`config.mk`:
```
export PLATFORM = sky130hd
export DESIGN_NAME = bomb_pool
export DESIGN_NICKNAME = d
export VERILOG_FILES = /design/src/rtl/bomb_pool.sv
export SDC_FILE = /design/constraint.sdc
export NUM_CORES = 1
export LEC_CHECK = 0
export ABC_AREA = 1
export BUFFER_PORTS_ARGS = -buffer_cell sky130_fd_sc_hd__buf_2
export CAP_MARGIN = 20
export CORE_UTILIZATION = 32
export CTS_CLUSTER_DIAMETER = 30
export DETAILED_ROUTE_END_ITERATION = 16
export GPL_ROUTABILITY_DRIVEN = 0
export PLACE_DENSITY = 0.48
export SYNTH_ARGS = -nofsm -noshare
export SYNTH_HDL_FRONTEND = slang
export SYNTH_SLANG_ARGS = --single-unit
```
`constraint.sdc`:
```
create_clock -name board_clk -period 8.7 [get_ports board_clk]
set_input_delay 0.87 -clock board_clk [delete_from_list [all_inputs] [get_ports board_clk]]
set_output_delay 0.87 -clock board_clk [all_outputs]
set_load 0.05 [all_outputs]
```
`src/rtl/bomb_pool.sv`:
```
// Multi-slot bomb manager: per-slot fuse/blast countdown on the game tick,
// optional chain reaction, and registered bomb/blast pixel flags for the VGA mux.
module bomb_pool #(
  parameter int NUM_BOMBS   = 2,
  parameter int COORD_W     = 10,
  parameter int FUSE_TICKS  = 72,
  parameter int BLAST_TICKS = 24,
  parameter int BOMB_RAD    = 15,
  parameter int BLAST_HALF  = 22,
  parameter int BLINK_BIT   = 3,
  parameter int CHAIN_EN    = 1
) (
  input  logic                             board_clk,
  input  logic                             reset,
  input  logic                             tick,
  input  logic                             place,
  input  logic [COORD_W-1:0]               player_x,
  input  logic [COORD_W-1:0]               player_y,
  input  logic [COORD_W-1:0]               pix_x,
  input  logic [COORD_W-1:0]               pix_y,
  output logic                             bomb_pixel,
  output logic                             blast_pixel,
  output logic [$clog2(NUM_BOMBS+1)-1:0]   active_count,
  output logic                             pool_full,
  output logic                             place_ack,
  output logic                             explode
);

  localparam int MAX_TICKS = (FUSE_TICKS > BLAST_TICKS) ? FUSE_TICKS : BLAST_TICKS;
  localparam int CNT_W     = $clog2(MAX_TICKS + 1);
  localparam int ACT_W     = $clog2(NUM_BOMBS + 1);
  localparam int SQ_W      = 2 * COORD_W + 1;

  localparam logic [CNT_W-1:0]   FUSE_LOAD  = CNT_W'(FUSE_TICKS);
  localparam logic [CNT_W-1:0]   BLAST_LOAD = CNT_W'(BLAST_TICKS);
  localparam logic [CNT_W-1:0]   CNT_ONE    = CNT_W'(1);
  localparam logic [ACT_W-1:0]   ACT_ONE    = ACT_W'(1);
  localparam logic [COORD_W-1:0] HALF       = COORD_W'(BLAST_HALF);
  localparam logic [SQ_W-1:0]    RAD_SQ     = SQ_W'(BOMB_RAD * BOMB_RAD);

  typedef enum logic [1:0] {SLOT_IDLE, SLOT_FUSE, SLOT_BLAST} slot_state_e;

  slot_state_e        state_q [NUM_BOMBS];
  slot_state_e        state_d [NUM_BOMBS];
  logic [COORD_W-1:0] x_q     [NUM_BOMBS];
  logic [COORD_W-1:0] x_d     [NUM_BOMBS];
  logic [COORD_W-1:0] y_q     [NUM_BOMBS];
  logic [COORD_W-1:0] y_d     [NUM_BOMBS];
  logic [CNT_W-1:0]   cnt_q   [NUM_BOMBS];
  logic [CNT_W-1:0]   cnt_d   [NUM_BOMBS];

  logic             place_q, place_d;
  logic             bomb_pixel_q, bomb_pixel_d;
  logic             blast_pixel_q, blast_pixel_d;
  logic [ACT_W-1:0] active_count_q, active_count_d;
  logic             pool_full_q, pool_full_d;
  logic             place_ack_q, place_ack_d;
  logic             explode_q, explode_d;

  logic                 any_idle, dup_pos, accept, taken;
  logic [NUM_BOMBS-1:0] chain_hit;
  logic [COORD_W-1:0]   dx, dy;
  logic [SQ_W-1:0]      dist_sq;

  function automatic logic [COORD_W-1:0] abs_diff(input logic [COORD_W-1:0] a,
                                                  input logic [COORD_W-1:0] b);
    return (a >= b) ? (a - b) : (b - a);
  endfunction

  function automatic logic in_band(input logic [COORD_W-1:0] ax, input logic [COORD_W-1:0] ay,
                                   input logic [COORD_W-1:0] bx, input logic [COORD_W-1:0] by);
    return (abs_diff(ay, by) <= HALF) || (abs_diff(ax, bx) <= HALF);
  endfunction

  always_ff @(posedge board_clk or posedge reset) begin
    if (reset) begin
      for (int unsigned i = 0; i < NUM_BOMBS; i++) begin
        state_q[i] <= SLOT_IDLE;
        x_q[i]     <= '0;
        y_q[i]     <= '0;
        cnt_q[i]   <= '0;
      end
      place_q        <= 1'b0;
      bomb_pixel_q   <= 1'b0;
      blast_pixel_q  <= 1'b0;
      active_count_q <= '0;
      pool_full_q    <= 1'b0;
      place_ack_q    <= 1'b0;
      explode_q      <= 1'b0;
    end else begin
      for (int unsigned i = 0; i < NUM_BOMBS; i++) begin
        state_q[i] <= state_d[i];
        x_q[i]     <= x_d[i];
        y_q[i]     <= y_d[i];
        cnt_q[i]   <= cnt_d[i];
      end
      place_q        <= place_d;
      bomb_pixel_q   <= bomb_pixel_d;
      blast_pixel_q  <= blast_pixel_d;
      active_count_q <= active_count_d;
      pool_full_q    <= pool_full_d;
      place_ack_q    <= place_ack_d;
      explode_q      <= explode_d;
    end
  end

  // Placement and chain checks look only at slot state from the start of the tick.
  always_comb begin
    any_idle  = 1'b0;
    dup_pos   = 1'b0;
    chain_hit = '0;
    for (int unsigned i = 0; i < NUM_BOMBS; i++) begin
      if (state_q[i] == SLOT_IDLE) any_idle = 1'b1;
      if (state_q[i] == SLOT_FUSE && x_q[i] == player_x && y_q[i] == player_y) dup_pos = 1'b1;
      for (int unsigned j = 0; j < NUM_BOMBS; j++) begin
        if (CHAIN_EN != 0 && state_q[j] == SLOT_BLAST &&
            in_band(x_q[i], y_q[i], x_q[j], y_q[j]))
          chain_hit[i] = 1'b1;
      end
    end

    accept      = tick && place && !place_q && any_idle && !dup_pos;
    taken       = 1'b0;
    explode_d   = 1'b0;
    place_ack_d = accept;
    place_d     = tick ? place : place_q;

    for (int unsigned i = 0; i < NUM_BOMBS; i++) begin
      state_d[i] = state_q[i];
      x_d[i]     = x_q[i];
      y_d[i]     = y_q[i];
      cnt_d[i]   = cnt_q[i];
      if (tick) begin
        case (state_q[i])
          SLOT_IDLE: begin
            if (accept && !taken) begin
              taken      = 1'b1;
              state_d[i] = SLOT_FUSE;
              cnt_d[i]   = FUSE_LOAD;
              x_d[i]     = player_x;
              y_d[i]     = player_y;
            end
          end
          SLOT_FUSE: begin
            if (cnt_q[i] == CNT_ONE || chain_hit[i]) begin
              state_d[i] = SLOT_BLAST;
              cnt_d[i]   = BLAST_LOAD;
              explode_d  = 1'b1;
            end else begin
              cnt_d[i] = cnt_q[i] - CNT_ONE;
            end
          end
          SLOT_BLAST: begin
            cnt_d[i] = cnt_q[i] - CNT_ONE;
            if (cnt_q[i] == CNT_ONE) state_d[i] = SLOT_IDLE;
          end
          default: state_d[i] = SLOT_IDLE;
        endcase
      end
    end
  end

  always_comb begin
    bomb_pixel_d   = 1'b0;
    blast_pixel_d  = 1'b0;
    active_count_d = '0;
    pool_full_d    = 1'b1;
    dx             = '0;
    dy             = '0;
    dist_sq        = '0;
    for (int unsigned i = 0; i < NUM_BOMBS; i++) begin
      dx      = abs_diff(pix_x, x_q[i]);
      dy      = abs_diff(pix_y, y_q[i]);
      dist_sq = SQ_W'(dx) * SQ_W'(dx) + SQ_W'(dy) * SQ_W'(dy);
      if (state_q[i] == SLOT_FUSE && dist_sq < RAD_SQ && !cnt_q[i][BLINK_BIT])
        bomb_pixel_d = 1'b1;
      if (state_q[i] == SLOT_BLAST && in_band(pix_x, pix_y, x_q[i], y_q[i]))
        blast_pixel_d = 1'b1;
      if (state_d[i] != SLOT_IDLE) active_count_d = active_count_d + ACT_ONE;
      else pool_full_d = 1'b0;
    end
  end

  assign bomb_pixel   = bomb_pixel_q;
  assign blast_pixel  = blast_pixel_q;
  assign active_count = active_count_q;
  assign pool_full    = pool_full_q;
  assign place_ack    = place_ack_q;
  assign explode      = explode_q;

endmodule

```
### After elaboration in Yosys (flattened, before gate mapping)

Cells that the tools add are included.

| storage, ports and cells | value |
|---|---|
| bits in registers | 66 |
| bits in latches | 0 |
| bits in writable memories | 0 |
| memory bits (read-only) | 0 |
| bits of input ports | 44 |
| output and inout bits | 7 |
| logic and storage cells | 165 |
| memories kept | 0 |

| cells by class | value |
|---|---|
| add/sub/neg operators | 21 |
| multiply operators | 4 |
| divide/modulo/power cells | 0 |
| $lt $le $gt $ge | 22 |
| equality and inequality tests | 12 |
| shifts and indexed selects | 0 |
| multiplexer cells | 49 |
| bitwise gates (word level) | 0 |
| reduce and logical (&&, ||, !) cells | 42 |

Operators with widths:

| kind | count |
|---|---|
| 10-bit subtractor | 16 |
| 10-bit by 5-bit less-or-equal comparator with 1-bit output (second input constant) | 12 |
| 10-bit greater-or-equal comparator | 8 |
| 10-bit by 10-bit multiplier with 20-bit output | 4 |
| 10-bit two-way mux | 8 |
| 20-bit by 20-bit adder with 21-bit output | 2 |
| 21-bit by 8-bit less-than comparator with 1-bit output (second input constant) | 2 |
| 7-bit case mux with 3 select lines | 2 |
| 10-bit equality test | 4 |
| 7-bit two-way mux | 4 |
| 1-bit two-way mux | 24 |
| 1-bit logical AND | 19 |
| 2-bit two-way mux | 9 |
| 7-bit by 1-bit equality test with 1-bit output (second input constant) | 2 |
| 7-bit by 1-bit subtractor with 7-bit output (second input constant) | 2 |
| 2-bit case mux with 3 select lines | 2 |
| 3-bit AND reduction | 4 |
| 1-bit logical OR | 8 |
| 3-bit nonzero test | 2 |
| 1-bit logical NOT | 5 |
| 2-bit by 1-bit equality test with 1-bit output (second input constant) | 2 |
| 2-bit equality test (second input constant) | 2 |
| 2-bit logical NOT | 2 |
| 2-bit nonzero test | 2 |
| 3 further kinds | 3 |

### Depth between registers and ports, before layout

| logic depth | value |
|---|---|
| depth in word-level cells | 17 |
| gate-level depth with buffers | 42 |
| gate-level depth less buffers | 40 |

### Worst setup path before layout

Ideal clock, no wire load.

| timing | value |
|---|---|
| kind | in2reg |
| start | input pix_y[2] |
| end | register bomb_pixel_q, in the netlist bomb_pixel |
| library setup time | 65 ps |
| arrival | 7,899 ps |
| data required time | 8,635 ps |
| path slack | 735 ps |
| cell stages on the path | 37 |
| path buffers | 1 |
| cell sequence | inv_1 ha_1 buf_2 nand2_2 nor2_1 nor3b_2 nor2_1 nor2_1 o21ai_1 xor2_1 nand2_1 nand2_1 inv_1 nand2_1 fa_1 fa_1 inv_1 fa_1 fa_1 fa_1 fa_1 inv_1 fa_1 inv_1 ha_1 a21oi_1 o21ai_0 nand2_1 nand3_1 nand2_1 nand2_1 a21oi_1 o21ai_0 a21oi_1 xor2_1 nand3_1 nand2_1 |

| on the way | value |
|---|---|
| longest elaborated chain between the ends | 9 |
| elaborated cells on any way between the ends | 20 |
| classes of those cells | add/sub (6); mul (2); order compare (4); mux (4); reduce/logical (4) |

Ends and longest elaborated chain:

| element | line | source |
|---|---|---|
| start, declared | 20 | `input logic [COORD_W-1:0] pix_y,` |
| 10-bit subtractor / 10-bit greater-or-equal comparator (equally long branches) | 67 | `return (a >= b) ? (a - b) : (b - a);` |
| 10-bit two-way mux | 67 |  |
| 10-bit by 10-bit multiplier with 20-bit output | 174 | `dist_sq = SQ_W'(dx) * SQ_W'(dx) + SQ_W'(dy) * SQ_W'(dy);` |
| 20-bit by 20-bit adder with 21-bit output | 174 |  |
| 21-bit by 8-bit less-than comparator with 1-bit output | 175 | `if (state_q[i] == SLOT_FUSE && dist_sq < RAD_SQ && !cnt_q[i][BLINK_BIT])` |
| 1-bit logical AND (2 in series) | 175 |  |
| 1-bit two-way mux | 175 |  |
| 1-bit two-way mux (*) | 175 |  |
| named net bomb_pixel_d | 53 | `logic bomb_pixel_q, bomb_pixel_d;` |
| end signal, assigned | 98 | `bomb_pixel_q <= bomb_pixel_d;` |
| end, declared | 53 |  |

Mark *: on every way through the listed nets, which the timed path passes. The rest lies on a longest branch.
A chain may end at the register's enable or synchronous reset.

### Worst setup path in the final report

| timing | value |
|---|---|
| start | input pix_y[7] |
| end | register bomb_pixel_q, in the netlist bomb_pixel |

Same word-level chain as after synthesis.

==> metrics.cfg <==
[outcome]
status = completed

[clock_network]
cts_tree = yes
clk_latency_ns = 0.34
cts_buffers = 9
cts_buffer_depth = 2
clk_pin_slew_ns = 0.06
cts-htree-levels = 3
clock-sinks = 65
postCtsHoldBufs = 0
clock-root-buffer = clkbuf_16

[synthesis]
syn_nets = 3498
synthTopCellsByArea = fa_1 25%, ha_1 17%, inv_1 12%, nand2_1 9.2%, dfrtp_1 7.6%
synth_cell_types = 58
synth_top_area_frac = 0.2538
ys_seq_area_frac = 0.07583
synth_edf_count = 0
yosysTopAreaCell = fa_1
syn-cell-area_um2 = 21450
yosysWarnings = 0
syn_avg_cell_area_um2 = 7.440
synthTopCellsByCount = 676 x inv_1, 525 x nand2_1, 299 x ha_1
synthFlopType = dfrtp_1
ys_seq_elements = 65
synthMostInstantiatedCell = inv_1
syn_inst = 2883
synthArstFlopShare = 1.000

[timing]
fin_setup_tns_ns = 0
slew_headroom = 0.4139
setup_viol = 0
final-hold-violation-count = 0
fin_crit_ns = 8.240
fmax_mhz = 121.4
clock-skew-final_ns = 0.008946
period_share = 0.9471
worstMarginPinSlew_ns = 0.8791
drv_slew = 0
rsz0062_at_grt = false

[global_routing]
grt_pass1_wl_um = 102500
grt-ovfl-total = 0
first_global_vias = 19300
grt_usage = 0.1905
antenna_found_initial = 2
grt_max_degree = 66

[cells_and_area]
final_nets = 3639
areaGrowthSynthToFinish_pct = 10.85
nFillCells = 7098
drive_gt1_frac = 0.1086

[setup_path]
start_kind = input port
critPathRequiredTime_ns = 8.98
cp_slowest_cell = fa_1
rrSetupSlack_ns = 0.55
cp_max_fo = 11
crit_buf_inv = 7
worstPathArrival_ns = 8.52
end_kind = register
crit_family = adder cells
critical_path.most_common_cell = fa_1
crit_type = input port to register
max_stage_delay_ns = 0.56

[floorplanning]
rows = 94
die_area_um2 = 68070
die_w_um = 260.9
num_io_pins = 51
core_area_um2 = 66100
die_h_um = 260.9
start_util = 0.3245

[placed_design]
port_buffers = 50
dp_hpwl_um = 55880

[worst_hold_path]
hp-class = register to register

[flow_run]
cap_violations = 0

[detailed_routing]
detail-route-antenna-nets = 0
wl_per_cell_um = 16.10
via_per_inst = 4.741
vias = 18470
first_pass_iters = 9
drc = 0
detail_route.wirelength_um = 62700
detail_route.iter0.violations = 1181

-- logic make-up (layout without fill, tap and decap cells) --
group	Yosys count	in the layout	share of synthesized area
AND/OR/NAND/NOR	1049	1049	0.2127
flip-flops	65	65	0.07583
buffers and inverters	739	885	0.1365
XOR/XNOR	121	121	0.04941
other	0	2	0
AO/OA/AOI/OAI	338	338	0.09724
adder cells (fa/ha/maj)	571	571	0.4283
-- worst reg2reg max path, delay by kind of cell, from the launching register on --
| family | cells | cell delay, ns |
|---|---|---|
| adders and majority gates | 9 | 4.38 |
| buffers and inverters | 7 | 0.98 |
| xor gates and xnor gates | 1 | 0.16 |
| DFF | 1 | 0.64 |
| AOI/OAI and AO/OA | 6 | 0.84 |
| and+or+nand+nor | 10 | 1.09 |
-- cell type report --
type / count / area (um^2) / area share
clock inverters: 4 / 52.55 / 0.002210
clock buffers: 12 / 246.5 / 0.01037
flip-flops and latches: 65 / 1628 / 0.06846
multi-input cells: 2079 / 16950 / 0.7127
inverters: 693 / 2610 / 0.1098
diodes: 2 / 5.005 / 0.0002105
repair buffers: 176 / 1209 / 0.05083
well taps: 864 / 1081 / 0.04546
-- flip-flops by register name (all words and copies together), names as in the netlist --
signal / count
x_q: 20
y_q: 20
cnt_q: 14
state_q: 4
active_count: 2
blast_pixel: 1
bomb_pixel: 1
explode: 1
place_ack: 1
place_q: 1
-- per-layer routing --
layer  share of wire  GRT usage  vias up
met5         0.00021          0        -
met3           0.042    0.02001       66
met2            0.46     0.3167      409
met1            0.47     0.2637     8844
li1                -          -     9147
met4           0.024    0.04565        2
-- through the flow --
step | instance area [um^2] | worst slack, ns | hold WS [ns] | std cells | util
floorplan | 21450 | 0.7355 | 0.4433 | 2883 | -
global route | 23770 | 0.0007194 | 0.5154 | 3893 | 0.3597
finish | 23780 | 0.4600 | 0.4746 | 3895 | 0.3597
detailed placement | 23360 | 0.07192 | 0.4691 | 3870 | 0.3535
CTS | 23660 | 0.4109 | 0.4846 | 3886 | 0.3580
global placement | 23360 | 0.06923 | 0.4578 | 3870 | 0.3535
-- cell usage in the layout, fill, tap and decap left out, types with 76 or more instances in the layout --
| cell type | instances |
|---|---|
| a21oi_1 | 104 |
| buf_4 | 125 |
| fa_1 | 271 |
| ha_1 | 297 |
| inv_1 | 674 |
| nand2_1 | 525 |
| nand3_1 | 107 |
| nor2_1 | 267 |
| o21ai_0 | 76 |
| xor2_1 | 82 |
-- path summary, 6_finish.rpt --
check / start / to / cells past startpoint
max: pix_y[7] / bomb_pixel / 35
min: place_q / place_q / 2
max reg2reg: x_q[11] / bomb_pixel / 33
min reg2reg: place_q / place_q / 2
max in group asynchronous: reset / y_q[11] / 3
min in group asynchronous: reset / cnt_q[12] / 3
-- what timing repair did --
action                                  CTS  global route
resized for setup                         0            20
setup buffers                             0             7
endpoints found under the setup margin    0             1
Power is not shown: default switching activity piles up to over one toggle a cycle in this logic, so the estimate is an artifact.
